## src/rtl/alu_arbiter.sv

```systemverilog
// alu_arbiter: two-requester arbiter and issue sequencer for the shared ALU.
// Grants one op per cycle (round-robin, with an optional bounded lock), registers
// the winning operands onto the ALU inputs and captures the ALU result/flags one
// cycle later into a tagged response register.
// Ports:
//   Clk, Reset            clock (rising edge), async active-high reset
//   reqN/lockN/opN/aN/bN/scN  requester N inputs, held stable until ackN
//   ack0/ack1             combinational accept strobes
//   alu_op/alu_a/alu_b/alu_sc  registered ALU inputs
//   alu_out/alu_zero/alu_parity/alu_odd  ALU result and flags (combinational)
//   rsp_valid/rsp_id/rsp_data/rsp_zero/rsp_parity/rsp_odd  response register
module alu_arbiter #(
  parameter int unsigned W       = 8,
  parameter int unsigned Ops     = 4,
  parameter int unsigned MAXLOCK = 4
) (
  input  logic           Clk,
  input  logic           Reset,
  input  logic           req0,
  input  logic           req1,
  input  logic           lock0,
  input  logic           lock1,
  input  logic [Ops-1:0] op0,
  input  logic [Ops-1:0] op1,
  input  logic [W-1:0]   a0,
  input  logic [W-1:0]   a1,
  input  logic [W-1:0]   b0,
  input  logic [W-1:0]   b1,
  input  logic           sc0,
  input  logic           sc1,
  output logic           ack0,
  output logic           ack1,
  output logic [Ops-1:0] alu_op,
  output logic [W-1:0]   alu_a,
  output logic [W-1:0]   alu_b,
  output logic           alu_sc,
  input  logic [W-1:0]   alu_out,
  input  logic           alu_zero,
  input  logic           alu_parity,
  input  logic           alu_odd,
  output logic           rsp_valid,
  output logic           rsp_id,
  output logic [W-1:0]   rsp_data,
  output logic           rsp_zero,
  output logic           rsp_parity,
  output logic           rsp_odd
);

  localparam int unsigned CW = 4;

  typedef enum logic {ST_FREE, ST_LOCKED} lock_state_e;

  lock_state_e   state_q, state_d;
  logic          owner_q, owner_d;
  logic [CW-1:0] cnt_q, cnt_d;
  logic          last_gnt_q;
  logic          issue_valid_q;
  logic          issue_id_q;

  logic          gnt_valid;
  logic          gnt_id;
  logic          owner_req;
  logic          lock_live;
  logic          win_lock;

  // Lock state register.
  always_ff @(posedge Clk or posedge Reset) begin
    if (Reset) begin
      state_q <= ST_FREE;
      owner_q <= 1'b0;
      cnt_q   <= '0;
    end else begin
      state_q <= state_d;
      owner_q <= owner_d;
      cnt_q   <= cnt_d;
    end
  end

  // Arbitration and lock next-state; a saturated lock falls back to round-robin.
  always_comb begin
    state_d   = state_q;
    owner_d   = owner_q;
    cnt_d     = cnt_q;
    gnt_valid = 1'b0;
    gnt_id    = 1'b0;
    owner_req = owner_q ? req1 : req0;
    lock_live = (state_q == ST_LOCKED) && owner_req && (cnt_q < CW'(MAXLOCK));

    if (lock_live) begin
      gnt_valid = 1'b1;
      gnt_id    = owner_q;
    end else if (req0 && req1) begin
      gnt_valid = 1'b1;
      gnt_id    = ~last_gnt_q;
    end else if (req0) begin
      gnt_valid = 1'b1;
      gnt_id    = 1'b0;
    end else if (req1) begin
      gnt_valid = 1'b1;
      gnt_id    = 1'b1;
    end

    win_lock = gnt_id ? lock1 : lock0;

    if (lock_live) begin
      if (win_lock) begin
        cnt_d = cnt_q + CW'(1);
      end else begin
        state_d = ST_FREE;
        cnt_d   = '0;
      end
    end else if (gnt_valid && win_lock) begin
      // Fresh lock, including right after a forced release.
      state_d = ST_LOCKED;
      owner_d = gnt_id;
      cnt_d   = CW'(1);
    end else begin
      state_d = ST_FREE;
      cnt_d   = '0;
    end
  end

  // Acks are suppressed while reset is asserted.
  assign ack0 = gnt_valid && !gnt_id && !Reset;
  assign ack1 = gnt_valid &&  gnt_id && !Reset;

  // Issue stage: load the winner's operands onto the ALU inputs.
  always_ff @(posedge Clk or posedge Reset) begin
    if (Reset) begin
      alu_op        <= '0;
      alu_a         <= '0;
      alu_b         <= '0;
      alu_sc        <= 1'b0;
      issue_valid_q <= 1'b0;
      issue_id_q    <= 1'b0;
      last_gnt_q    <= 1'b1;
    end else begin
      issue_valid_q <= gnt_valid;
      if (gnt_valid) begin
        alu_op     <= gnt_id ? op1 : op0;
        alu_a      <= gnt_id ? a1  : a0;
        alu_b      <= gnt_id ? b1  : b0;
        alu_sc     <= gnt_id ? sc1 : sc0;
        issue_id_q <= gnt_id;
        last_gnt_q <= gnt_id;
      end
    end
  end

  // Response stage: capture ALU result one cycle after issue.
  always_ff @(posedge Clk or posedge Reset) begin
    if (Reset) begin
      rsp_valid  <= 1'b0;
      rsp_id     <= 1'b0;
      rsp_data   <= '0;
      rsp_zero   <= 1'b0;
      rsp_parity <= 1'b0;
      rsp_odd    <= 1'b0;
    end else begin
      rsp_valid <= issue_valid_q;
      if (issue_valid_q) begin
        rsp_id     <= issue_id_q;
        rsp_data   <= alu_out;
        rsp_zero   <= alu_zero;
        rsp_parity <= alu_parity;
        rsp_odd    <= alu_odd;
      end
    end
  end

endmodule

```

## config.mk

```make
export PLATFORM = sky130hd
export DESIGN_NAME = alu_arbiter
export DESIGN_NICKNAME = d
export VERILOG_FILES = /design/src/rtl/alu_arbiter.sv
export SDC_FILE = /design/constraint.sdc
export NUM_CORES = 1
export LEC_CHECK = 0
export CAP_MARGIN = 20
export CELL_PAD_IN_SITES_DETAIL_PLACEMENT = 1
export CELL_PAD_IN_SITES_GLOBAL_PLACEMENT = 1
export CORE_UTILIZATION = 34
export DETAILED_ROUTE_END_ITERATION = 8
export HOLD_SLACK_MARGIN = 0.05
export PLACE_DENSITY_LB_ADDON = 0.25
export SETUP_SLACK_MARGIN = 0.02
export SYNTH_ARGS = -nofsm -noshare
export SYNTH_HDL_FRONTEND = slang
export SYNTH_SLANG_ARGS = --single-unit
```

## constraint.sdc

```tcl
create_clock -name Clk -period 2.65 [get_ports Clk]
set_input_delay 0.53 -clock Clk [delete_from_list [all_inputs] [get_ports Clk]]
set_output_delay 0.53 -clock Clk [all_outputs]
set_load 0.005 [all_outputs]
```

# [After elaboration in Yosys (flattened, before gate mapping)]
# Index checks and enable logic that the tools add are counted.
[word_totals] input_bits=59 word_cells=51 ff_bits=43 out_inout_bits=36
[op_classes] addsub=1 bitwise=2 n_eq_ne=1 n_reduce_logical=11 order_cmp=1 n_mux=19
[op_table] operator="$mux 8" n=2
[op_table] operator="$mux 1" n=14
[op_table] operator="$mux 4" n=3
[op_table] operator="$logic_and 1x1->1" n=8
[op_table] operator="$add 4x1->4 const B" n=1
[op_table] operator="$lt 4x3->1 const B" n=1
[op_table] operator="$logic_not 1->1" n=2
[op_table] operator="$ne 2x2->1 const B" n=1
[op_table] operator="$not 1->1" n=2
[op_table] operator="$reduce_and 2->1" n=1

# [Depth between registers and ports, before layout]
# Gate-level depths: netlist of run 1.
[logic_depth] depth_word=8 mapped_depth=6 mapped_depth_nobuf=5

# [Worst setup path before layout of run 1]
# OpenSTA, ideal clock, no wires.
[synth_path] path_type="input to output" start="input port req1" end="output port ack0" cell_stages=6 t_arrival_ns=1.295 t_required_ns=2.120 setup_slack_ns=0.825 path_cell_list="buf_2 -> nand2_1 -> mux2i_1 -> nand2b_4 -> buf_6 -> nor2_1"
[synth_via] elab_chain_cells=7 elab_cells_between_ends=14 cone_classes="8 x mux; 6 x reduce/logical"
[synth_rtl] item="start, declared" line_no="20" source="input logic req1,"
[synth_rtl] item="$mux 1 (on tied branches)" line_no="98, 86"
[synth_rtl] item="$mux 1 or $logic_and 1x1->1 (tied branches)" line_no="95, 87"
[synth_rtl] item="$mux 1 or $logic_and 1x1->1 (tied branches)" line_no="92, 87"
[synth_rtl] item="$mux 1" line_no="89" source="if (lock_live) begin"
[synth_rtl] item="$logic_not 1->1" line_no="124" source="assign ack0 = gnt_valid && !gnt_id && !Reset;"
[synth_rtl] item="$logic_and 1x1->1 * (2 in series)" line_no="124"
[synth_rtl] item="end, declared" line_no="31" source="output logic ack0,"
# Every way passes the cells marked *; elsewhere a longest branch is shown, timed or not.

# [Worst setup path after layout of run 1]
# Same ends and word-level chain as after synthesis.

==> summary.txt, run 1 <==
Route
  – Vias per cell: 4.761
  – Initial DRC Count: 43
  – DR WL/cell: approximately 15 µm
  – Total number of vias: 1495
  – DRT Wirelength: 4855 µm
  – Post-route DRC violation count: 0
  – Drt first pass iters: 4
  – Final ANT Viol Nets: 0

Run
  – Max_cap viols: 0

Layout
  – Final Util: 0.5589
  – Commonest cells after routing, fill and taps aside: 93 x clkdlybuf4s50_1, 42 x dfrtp_1, 35 x mux2_2
  – Commonest non-fill, non-tap cell in the layout: clkdlybuf4s50_1
  – Fin nets: ~300
  – Fraction of layout cells with a size suffix above 1: 0.3017
  – Final instance area: 0.003153 mm²
  – Ant. Diodes: 0
  – Area Growth Syn to Fin: 54.98%

STA
  – Least-Margin Pin Slew: 0.5219 ns
  – Min cycle time layout: 2.559 ns
  – Final worst path period share: 0.9655
  – Final Worst Setup Slack: 0.09132 ns
  – Final hold slack: 0.4742 ns
  – Final setup TNS: 0 ns
  – Hold Vio Cnt, Final: 0
  – Relative slew slack: 0.6520
  – Clock skew: approximately 0.0078 ns
  – Fmax: 390.8 MHz
  – RSZ-0062 raised after global routing: no
  – Fin. max-slew vios: 0
  – Setup violators final: 0

Worst setup path
  – Crit end category: primary output
  – CP Data Required Time: about 2.1 ns
  – WS Path Type: in2out
  – Critical Path AT: 2.03 ns
  – Crit Path Max Fanout: 5
  – CP Launch Type: input port

Logic synthesis
  – Cells after Synth: 141
  – Sequential area share after synthesis: 0.5295
  – Syn nets: 201
  – Yosys reg bits: 43
  – Mapped Area: 0.002034 mm²
  – Synth warnings: 0
  – Synth cell types: 25
  – Mean Syn Cell Area: approximately 14 µm²

Clocking
  – CTS H-tree lvls: 2
  – Clk slew on worst S/H paths: 0.09 ns
  – Post-CTS Hold Buffers: 0
  – Post-CTS Setup Inserts: 0
  – Total CTS buffers: 5
  – Root buf cell: clkbuf_8
  – Clk sinks: 43
  – Worst skew pair latency: 0.29 ns
  – Clock tree buffer depth: 2
  – CTS tree: done
  – Post-CTS sizing: 0

Floorplan
  – Starting Density: 0.3606
  – Die height: 79.36 µm
  – Chip width: 79.36 µm
  – Core area: about 0.0056 mm²
  – Ports: 95
  – # rows: 27
  – Full die area: 0.006297 mm²

Placement
  – Port bufs: 94
  – Dpl ws: 0.08891 ns
  – Area after DPL: 0.003067 mm²
  – Post-DP HPWL: 3769 µm
  – GP Congestion: 0.7128

Global routing
  – Met1 usage: 0.2006
  – Total GRT Usage: 0.1672
  – Remaining global-route overflow: 0
  – Initial antenna violation count: 0
  – Most Crowded Layer GR: met2
  – Global-route wire length before repair: 8004 µm
  – Largest net degree at the start of global routing: 23
  – GR Util met3: 0.05632
  – Global routing met2 resource utilization: 0.2828
  – Vias in the first global route: 1654

Pwr
  – Power Dens Cells: 523.0 mW/mm²
  – Worst VDD drop: 192.1 µV
  – P_leak: around 1.4 nW

Status
  – Status: finished, final reports clean

Hold path
  – Class of the worst hold path: reg2reg
[state kept, by name, summed over array words and instances (netlist names)]
signal         count
rsp_id             1
rsp_odd            1
state_q            1
owner_q            1
rsp_zero           1
last_gnt_q         1
issue_id_q         1
cnt_q              4
rsp_valid          1
rsp_parity         1
rsp_data           8
alu_a              8
issue_valid_q      1
alu_op             4
alu_b              8
alu_sc             1
[kinds of logic after synthesis]
logic type      after synthesis  synth area share
xor+xnor                      1          0.004306
simple gates                 22           0.05904
buf+inv                       9           0.02522
compound gates                6           0.02030
flops                        43            0.5295
fa+ha+maj                     1          0.006149
other cells                   1          0.001843
mux                          58            0.3536
[per-layer routing]
metal	vias up	share of wire	wire length, µm
li1	686	-	-
met1	733	0.41	1981
met2	69	0.49	2383
met3	7	0.087	421
met4	0	0.014	68
met5	-	0	0
[where the power goes]
group / leakage (nW) / internal [mW] / total (mW) / switching, mW
clock network: 0.0477 / 0.181 / 0.404 / 0.224
logic: 0.820 / 0.329 / 0.465 / 0.136
registers: 0.504 / 0.734 / 0.780 / 0.0460
[final cells by class]
| class | count | area, µm² |
|---|---|---|
| Timing Repair Buffer | 100 | 988.4 |
| Tap cell | 72 | 90.09 |
| Multi-Input combinational cell | 89 | 905.9 |
| Clock buffer | 5 | 68.82 |
| Clock inverter | 3 | 15.01 |
| Fill cell | 588 | 2489 |
| Sequential cell | 43 | 1077 |
| Inverter | 2 | 7.507 |
[metrics by stage]
stage,total power [mW],cells
final,1.649,314
after global routing,1.740,314
after CTS,1.679,314
after detailed placement,1.265,306
after global placement,1.251,306
after floorplan,0.9994,141
[worst paths after layout]
| path | startpoint | end | slack, ns | cells past startpoint |
|---|---|---|---|---|
| max reg2reg | cnt_q[2] | alu_op[2] | 0.64 | 5 |
| min in group asynchronous | Reset | alu_b[0] | 0.59 | 2 |
| max in group asynchronous | Reset | last_gnt_q | 1.46 | 3 |
| min reg2reg | cnt_q[0] | cnt_q[0] | 0.47 | 1 |
| min | cnt_q[0] | cnt_q[0] | 0.47 | 1 |
| max | req1 | ack0 | 0.09 | 6 |
[synth_stat cells]
cell | count | area share
nor3b_4 | 1 | 0.0092
mux2_4 | 19 | 0.14
a21boi_0 | 1 | 0.0037
buf_2 | 2 | 0.0049
buf_6 | 2 | 0.011
mux2_2 | 35 | 0.19
clkbuf_1 | 1 | 0.0018
nand2b_1 | 3 | 0.0092
conb_1 | 1 | 0.0018
nand2b_4 | 1 | 0.0068
inv_1 | 2 | 0.0037
dfrtp_1 | 42 | 0.52
nand3_1 | 4 | 0.0098
o21ai_1 | 1 | 0.0025
xor2_1 | 1 | 0.0043
o22ai_1 | 1 | 0.0031
o21ai_0 | 1 | 0.0025
nor2_1 | 3 | 0.0055
ha_1 | 1 | 0.0061
dfstp_2 | 1 | 0.013
buf_1 | 2 | 0.0037
a21boi_1 | 1 | 0.0037
mux2i_1 | 4 | 0.020
nand2_1 | 10 | 0.018
o21ba_2 | 1 | 0.0049
[worst max-delay path, cell delays in order]
cell             delay (ns)
clkdlybuf4s50_1        0.56
nand2_1                0.10
mux2i_1                0.19
nand2b_4               0.16
nor2_1                 0.04
clkdlybuf4s50_1        0.45
No activity file was read; power rests on OpenSTA's default activity.
==> run 2: changes to the inputs <==
CORE_ASPECT_RATIO = 0.7   (was not set)
==> summary.txt, run 2 (synthesized netlist as in run 1, its figures left out) <==
Status
  – Status: finished, final reports clean (unchanged)

Clocking
  – Clock tree buffer depth: 2 (unchanged)
  – Post-CTS sizing: 0 (unchanged)
  – CTS H-tree lvls: 2 (unchanged)
  – Clk sinks: 43 (unchanged)
  – Post-CTS Hold Buffers: 0 (unchanged)
  – Post-CTS Setup Inserts: 0 (unchanged)
  – CTS tree: done (unchanged)
  – Clk slew on worst S/H paths: 0.08 ns (was 0.09 ns)
  – Total CTS buffers: 5 (unchanged)
  – Worst skew pair latency: 0.29 ns (about the same)
  – Root buf cell: clkbuf_8 (unchanged)

Worst setup path
  – Slowest CP cell: clkdlybuf4s50_1 (unchanged)
  – Critical Path AT: 2.05 ns (was 2.03 ns)
  – Worst path most repeated cell: clkdlybuf4s50_1 (unchanged)
  – WS Path Type: in2out (unchanged)
  – Crit end category: primary output (unchanged)
  – Buf/Inv on CP: 2 (unchanged)
  – CP Data Required Time: 2.12 ns (about the same)
  – Crit path largest cell delay: 0.53 ns (was 0.56 ns)
  – Crit Path Max Fanout: 4 (was 5)
  – Crit-path leading delay family: buffers and inverters (unchanged)
  – Critical-path cell list: clkdlybuf4s50_1 -> nand2_1 -> mux2i_1 -> nand2b_4 -> nor2_1 -> clkdlybuf4s50_1 (unchanged)
  – CP Launch Type: input port (unchanged)

STA
  – Fmax: 387.5 MHz (was 390.8 MHz)
  – Least-Margin Pin Slew: 0.8479 ns (was 0.5219 ns)
  – Hold Vio Cnt, Final: 0 (unchanged)
  – Final worst path period share: 0.9738 (was 0.9655)
  – Setup violators final: 0 (unchanged)
  – Final hold slack: 0.4659 ns (was 0.4742 ns)
  – Final setup TNS: 0 ns (unchanged)
  – Clock skew: 0.006981 ns (was 0.007769 ns)
  – Min cycle time layout: 2.581 ns (was 2.559 ns)
  – Fin. max-slew vios: 0 (unchanged)
  – RSZ-0062 raised after global routing: no (unchanged)
  – Relative slew slack: 0.4312 (was 0.6520)

Global routing
  – Vias in the first global route: 1572 (was 1654)
  – Largest net degree at the start of global routing: 25 (was 23)
  – Total GRT Usage: 0.1664 (was 0.1672)
  – Global-route wire length before repair: 7831 µm (was 8004 µm)
  – Initial antenna violation count: 0 (unchanged)
  – Remaining global-route overflow: 0 (unchanged)

Floorplan
  – Full die area: 0.006302 mm² (was 0.006297 mm²)
  – Ports: 95 (unchanged)
  – Die height: 66.72 µm (was 79.36 µm)
  – Starting Density: 0.3535 (was 0.3606)
  – # rows: 23 (was 27)
  – Chip width: 94.46 µm (was 79.36 µm)
  – Core area: 0.005756 mm² (was 0.005642 mm²)

Layout
  – Commonest cells after routing, fill and taps aside: 94 x clkdlybuf4s50_1, 42 x dfrtp_1, 35 x mux2_2 (was 93 x clkdlybuf4s50_1, 42 x dfrtp_1, 35 x mux2_2)
  – Fin cells: 319 (was 314)
  – Commonest non-fill, non-tap cell in the layout: clkdlybuf4s50_1 (unchanged)
  – Ant. Diodes: 0 (unchanged)
  – Fill cell count: 589 (was 588)
  – Final instance area: 0.003171 mm² (was 0.003153 mm²)
  – Fraction of layout cells with a size suffix above 1: 0.2992 (was 0.3017)
  – Fin nets: 303 (was 301)
  – Largest registers: alu_a x8, alu_b x8, rsp_data x8 (unchanged)
  – Area Growth Syn to Fin: 55.84% (was 54.98%)

Pwr
  – P_leak: 1.364 nW (was 1.372 nW)
  – Power Dens Cells: 523.1 mW/mm² (was 523.0 mW/mm²)
  – Worst VDD drop: 198.4 µV (was 192.1 µV)

Hold path
  – Class of the worst hold path: reg2reg (unchanged)

Route
  – Drt first pass iters: 4 (unchanged)
  – Total number of vias: 1478 (was 1495)
  – Vias per cell: 4.633 (was 4.761)
  – Final ANT Viol Nets: 0 (unchanged)
  – DR WL/cell: 15.61 µm (was 15.46 µm)
  – Initial DRC Count: 16 (was 43)
  – Post-route DRC violation count: 0 (unchanged)
  – DRT Wirelength: 4980 µm (was 4855 µm)

Placement
  – Number of placed instances, taps included: 310 (was 306)
  – GP Congestion: 0.7462 (was 0.7128)
  – Post-DP HPWL: 3832 µm (was 3769 µm)
  – Area after DPL: 0.003078 mm² (was 0.003067 mm²)
  – Port bufs: 94 (unchanged)

Run
  – Max_cap viols: 0 (unchanged)
## run 2: path summary, 6_finish.rpt
check	from	depth (start not counted)	end	slack (ns)
worst min register to register	cnt_q[0]	1	cnt_q[0]	0.47
worst max-delay path	req1	6	ack0	0.07
worst max register to register	cnt_q[2]	5	alu_op[1]	0.60
max in group asynchronous	Reset	3	alu_sc	1.39
worst min-delay path	cnt_q[0]	1	cnt_q[0]	0.47
min in group asynchronous	Reset	2	owner_q	0.66
## run 2: per-layer routing
layer  GRT usage  share of wire  vias to the layer above
met5           0              0                        -
met4     0.05682          0.014                        0
met3     0.05365          0.083                        8
met2      0.2482           0.43                       59
met1      0.2261           0.47                      718
li1            -              -                      693
## run 2: report_power, final
| part | total [mW] | internal [mW] | leakage [nW] | switching (mW) |
|---|---|---|---|---|
| clock network | 0.406 | 0.184 | 0.0412 | 0.222 |
| registers | 0.778 | 0.734 | 0.504 | 0.0444 |
| logic | 0.474 | 0.333 | 0.818 | 0.141 |
| total | 1.66 | 1.25 | 1.36 | 0.407 |
## run 2: stage by stage
stage | utilization | worst slack (ns) | power [mW]
after floorplan | - | 0.8250 | 0.9994
after global placement | 0.5348 | 0.1577 | 1.256
after detailed placement | 0.5348 | 0.06901 | 1.268
after CTS | 0.5496 | 0.04447 | 1.681
after global routing | 0.5509 | 0.002309 | 1.753
final | 0.5509 | 0.06949 | 1.658
## run 2: final cells by class
class | instances | area (µm²) | share of cell area
Timing Repair Buffer | 102 | 1001 | 0.3157
Tap cell | 75 | 93.84 | 0.02960
Clock buffer | 6 | 72.57 | 0.02289
Multi-Input combinational cell | 89 | 905.9 | 0.2857
Sequential cell | 43 | 1077 | 0.3398
Clock inverter | 2 | 12.51 | 0.003946
Inverter | 2 | 7.507 | 0.002368
==> run 3: changes to the inputs <==
CORE_ASPECT_RATIO = 1.75   (was 0.7)
TNS_END_PERCENT = 10   (was not set)
==> summary.txt, run 3 (synthesized netlist as in run 1, its figures left out) <==
Clocking
  – Root buf cell: clkbuf_8 (unchanged)
  – Worst skew pair latency: 0.30 ns (was 0.29 ns)
  – CTS tree: done (unchanged)
  – Post-CTS Hold Buffers: 0 (unchanged)
  – Clock tree buffer depth: 2 (unchanged)
  – CTS H-tree lvls: 2 (unchanged)
  – Total CTS buffers: 5 (unchanged)
  – Clk sinks: 43 (unchanged)
  – Clk slew on worst S/H paths: 0.08 ns (about the same)

Global routing
  – Total GRT Usage: 0.1686 (was 0.1664)
  – Vias in the first global route: 1633 (was 1572)
  – Remaining global-route overflow: 0 (unchanged)
  – Initial antenna violation count: 0 (unchanged)
  – Global-route wire length before repair: 7900 µm (was 7831 µm)
  – Largest net degree at the start of global routing: 28 (was 25)

Worst setup path
  – Critical Path AT: 1.99 ns (was 2.05 ns)
  – Critical-path cell list: nor3b_4 -> mux2i_2 -> nand2b_4 -> nor2_1 -> clkdlybuf4s50_1 (was clkdlybuf4s50_1 -> nand2_1 -> mux2i_1 -> nand2b_4 -> nor2_1 -> clkdlybuf4s50_1)
  – Crit-path leading delay family: simple AND/OR/NAND/NOR gates (was buffers and inverters)
  – Buf/Inv on CP: 1 (was 2)
  – Crit path largest cell delay: 0.47 ns (was 0.53 ns)
  – CP Data Required Time: 2.12 ns (about the same)
  – CP Launch Type: register (was input port)
  – Crit end category: primary output (unchanged)
  – WS Path Type: reg2out (was in2out)
  – Crit Path Max Fanout: 3 (was 4)
  – Slowest CP cell: clkdlybuf4s50_1 (unchanged)

Placement
  – Dpl ws: 0.07829 ns (was 0.06901 ns)
  – Post-DP HPWL: 3749 µm (was 3832 µm)
  – GP Congestion: 0.7816 (was 0.7462)
  – Port bufs: 94 (unchanged)
  – Number of placed instances, taps included: 310 (unchanged)
  – Area after DPL: 0.003084 mm² (was 0.003078 mm²)

STA
  – Least-Margin Pin Slew: 0.6402 ns (was 0.8479 ns)
  – Hold Vio Cnt, Final: 0 (unchanged)
  – Final Worst Setup Slack: 0.1337 ns (was 0.06949 ns)
  – Final hold slack: 0.4753 ns (was 0.4659 ns)
  – Setup violators final: 0 (unchanged)
  – Min cycle time layout: 2.516 ns (was 2.581 ns)
  – Clock skew: 0.008220 ns (was 0.006981 ns)
  – Fmax: 397.4 MHz (was 387.5 MHz)
  – Relative slew slack: 0.5706 (was 0.4312)
  – Final worst path period share: 0.9496 (was 0.9738)
  – RSZ-0062 raised after global routing: yes (was no)
  – Fin. max-slew vios: 0 (unchanged)
  – Final setup TNS: 0 ns (unchanged)

Route
  – Total number of vias: 1496 (was 1478)
  – Vias per cell: 4.690 (was 4.633)
  – Initial DRC Count: 16 (unchanged)
  – Post-route DRC violation count: 0 (unchanged)
  – DR WL/cell: 15.17 µm (was 15.61 µm)
  – Final ANT Viol Nets: 0 (unchanged)
  – DRT Wirelength: 4838 µm (was 4980 µm)
  – Drt first pass iters: 4 (unchanged)

Pwr
  – Psw: 0.4054 mW (was 0.4075 mW)
  – Power Dens Cells: 572.2 mW/mm² (was 523.1 mW/mm²)
  – Sw Ratio: 0.2192 (was 0.2457)
  – Clock Power Share: 0.325 (was 0.245)
  – Worst VDD drop: 324.9 µV (was 198.4 µV)
  – P_leak: 1.413 nW (was 1.364 nW)
  – Seq pwr share: 0.420 (was 0.469)
  – Total power draw: 1.850 mW (was 1.658 mW)
  – Internal power: 1.445 mW (was 1.251 mW)
  – Combinational group share of total power: 0.255 (was 0.286)

Layout
  – Largest registers: alu_a x8, alu_b x8, rsp_data x8 (unchanged)
  – Fin cells: 319 (unchanged)
  – Area Growth Syn to Fin: 58.92% (was 55.84%)
  – Ant. Diodes: 0 (unchanged)
  – Commonest cells after routing, fill and taps aside: 92 x clkdlybuf4s50_1, 42 x dfrtp_1, 35 x mux2_2 (was 94 x clkdlybuf4s50_1, 42 x dfrtp_1, 35 x mux2_2)
  – Final Util: 0.5697 (was 0.5509)
  – Commonest non-fill, non-tap cell in the layout: clkdlybuf4s50_1 (unchanged)
  – Fin nets: 302 (was 303)
  – Fraction of layout cells with a size suffix above 1: 0.3004 (was 0.2992)
  – Final instance area: 0.003233 mm² (was 0.003171 mm²)

Floorplan
  – Full die area: 0.006309 mm² (was 0.006302 mm²)
  – Chip width: 60.48 µm (was 94.46 µm)
  – Die height: 104.3 µm (was 66.72 µm)
  – Core area: 0.005675 mm² (was 0.005756 mm²)
  – Starting Density: 0.3585 (was 0.3535)
  – Ports: 95 (unchanged)
  – # rows: 36 (was 23)

Status
  – Status: finished, final reports clean (unchanged)

Run
  – Max_cap viols: 0 (unchanged)

Hold path
  – Class of the worst hold path: reg2reg (unchanged)
-- run 3: changes by cell type in the layout (fill, tap and decap cells not counted), sizes merged --
| cell | delta |
|---|---|
| clkdlybuf4s50 | -2 |
| buf | -1 |
| bufinv | +2 |
| dlymetal6s2s | +2 |
| clkinv | -1 |
| clkinvlp | -1 |
-- run 3: what timing repair did --
action | CTS | global route
resized for setup | 0 | 3
cloned | 0 | 0
setup endpoints to repair | 1 | 2
buffers inserted | 1 | 0
-- run 3: area by class of cell --
cell class | count | area [µm²]
fillers | 609 | 2442
multi-input cells | 89 | 909.6
clock inverters | 2 | 60.06
flip-flops and latches | 43 | 1077
clock buffers | 6 | 72.57
inverters | 2 | 7.507
well taps | 76 | 95.09
repair buffers | 101 | 1011
-- run 3: power by group through the flow --
stage / Clock [mW] / Sequential (mW) / Combinational [mW]
after CTS: 0.624 / 0.779 / 0.479
after global placement: 0 / 0.786 / 0.464
after global routing: 0.641 / 0.789 / 0.512
after floorplan: 0 / 0.788 / 0.211
after detailed placement: 0 / 0.791 / 0.474
final: 0.601 / 0.777 / 0.472
-- run 3: tightest hold or removal path, stage by stage (launching register included) --
cell and delay (ns):
dfstp_2 0.38, nand2_1 0.05, nand2_1 0.05
-- run 3: final timing paths --
path                              end  startpoint  cells past startpoint  slack (ns)
hold reg to reg            last_gnt_q  last_gnt_q                      2        0.48
setup / recovery                 ack0    cnt_q[2]                      5        0.13
setup reg to reg            alu_op[1]    cnt_q[2]                      5        0.62
hold / removal             last_gnt_q  last_gnt_q                      2        0.48
min in group asynchronous    alu_b[7]       Reset                      2        0.61
max in group asynchronous  last_gnt_q       Reset                      3        1.47
-- run 3: per-layer routing --
metal | global-route usage | routed length (µm) | vias up
met3 | 0.05348 | 409 | 7
met5 | 0 | 0 | -
met4 | 0.06818 | 93 | 0
met2 | 0.2896 | 2652 | 77
li1 | - | - | 691
met1 | 0.1828 | 1683 | 721
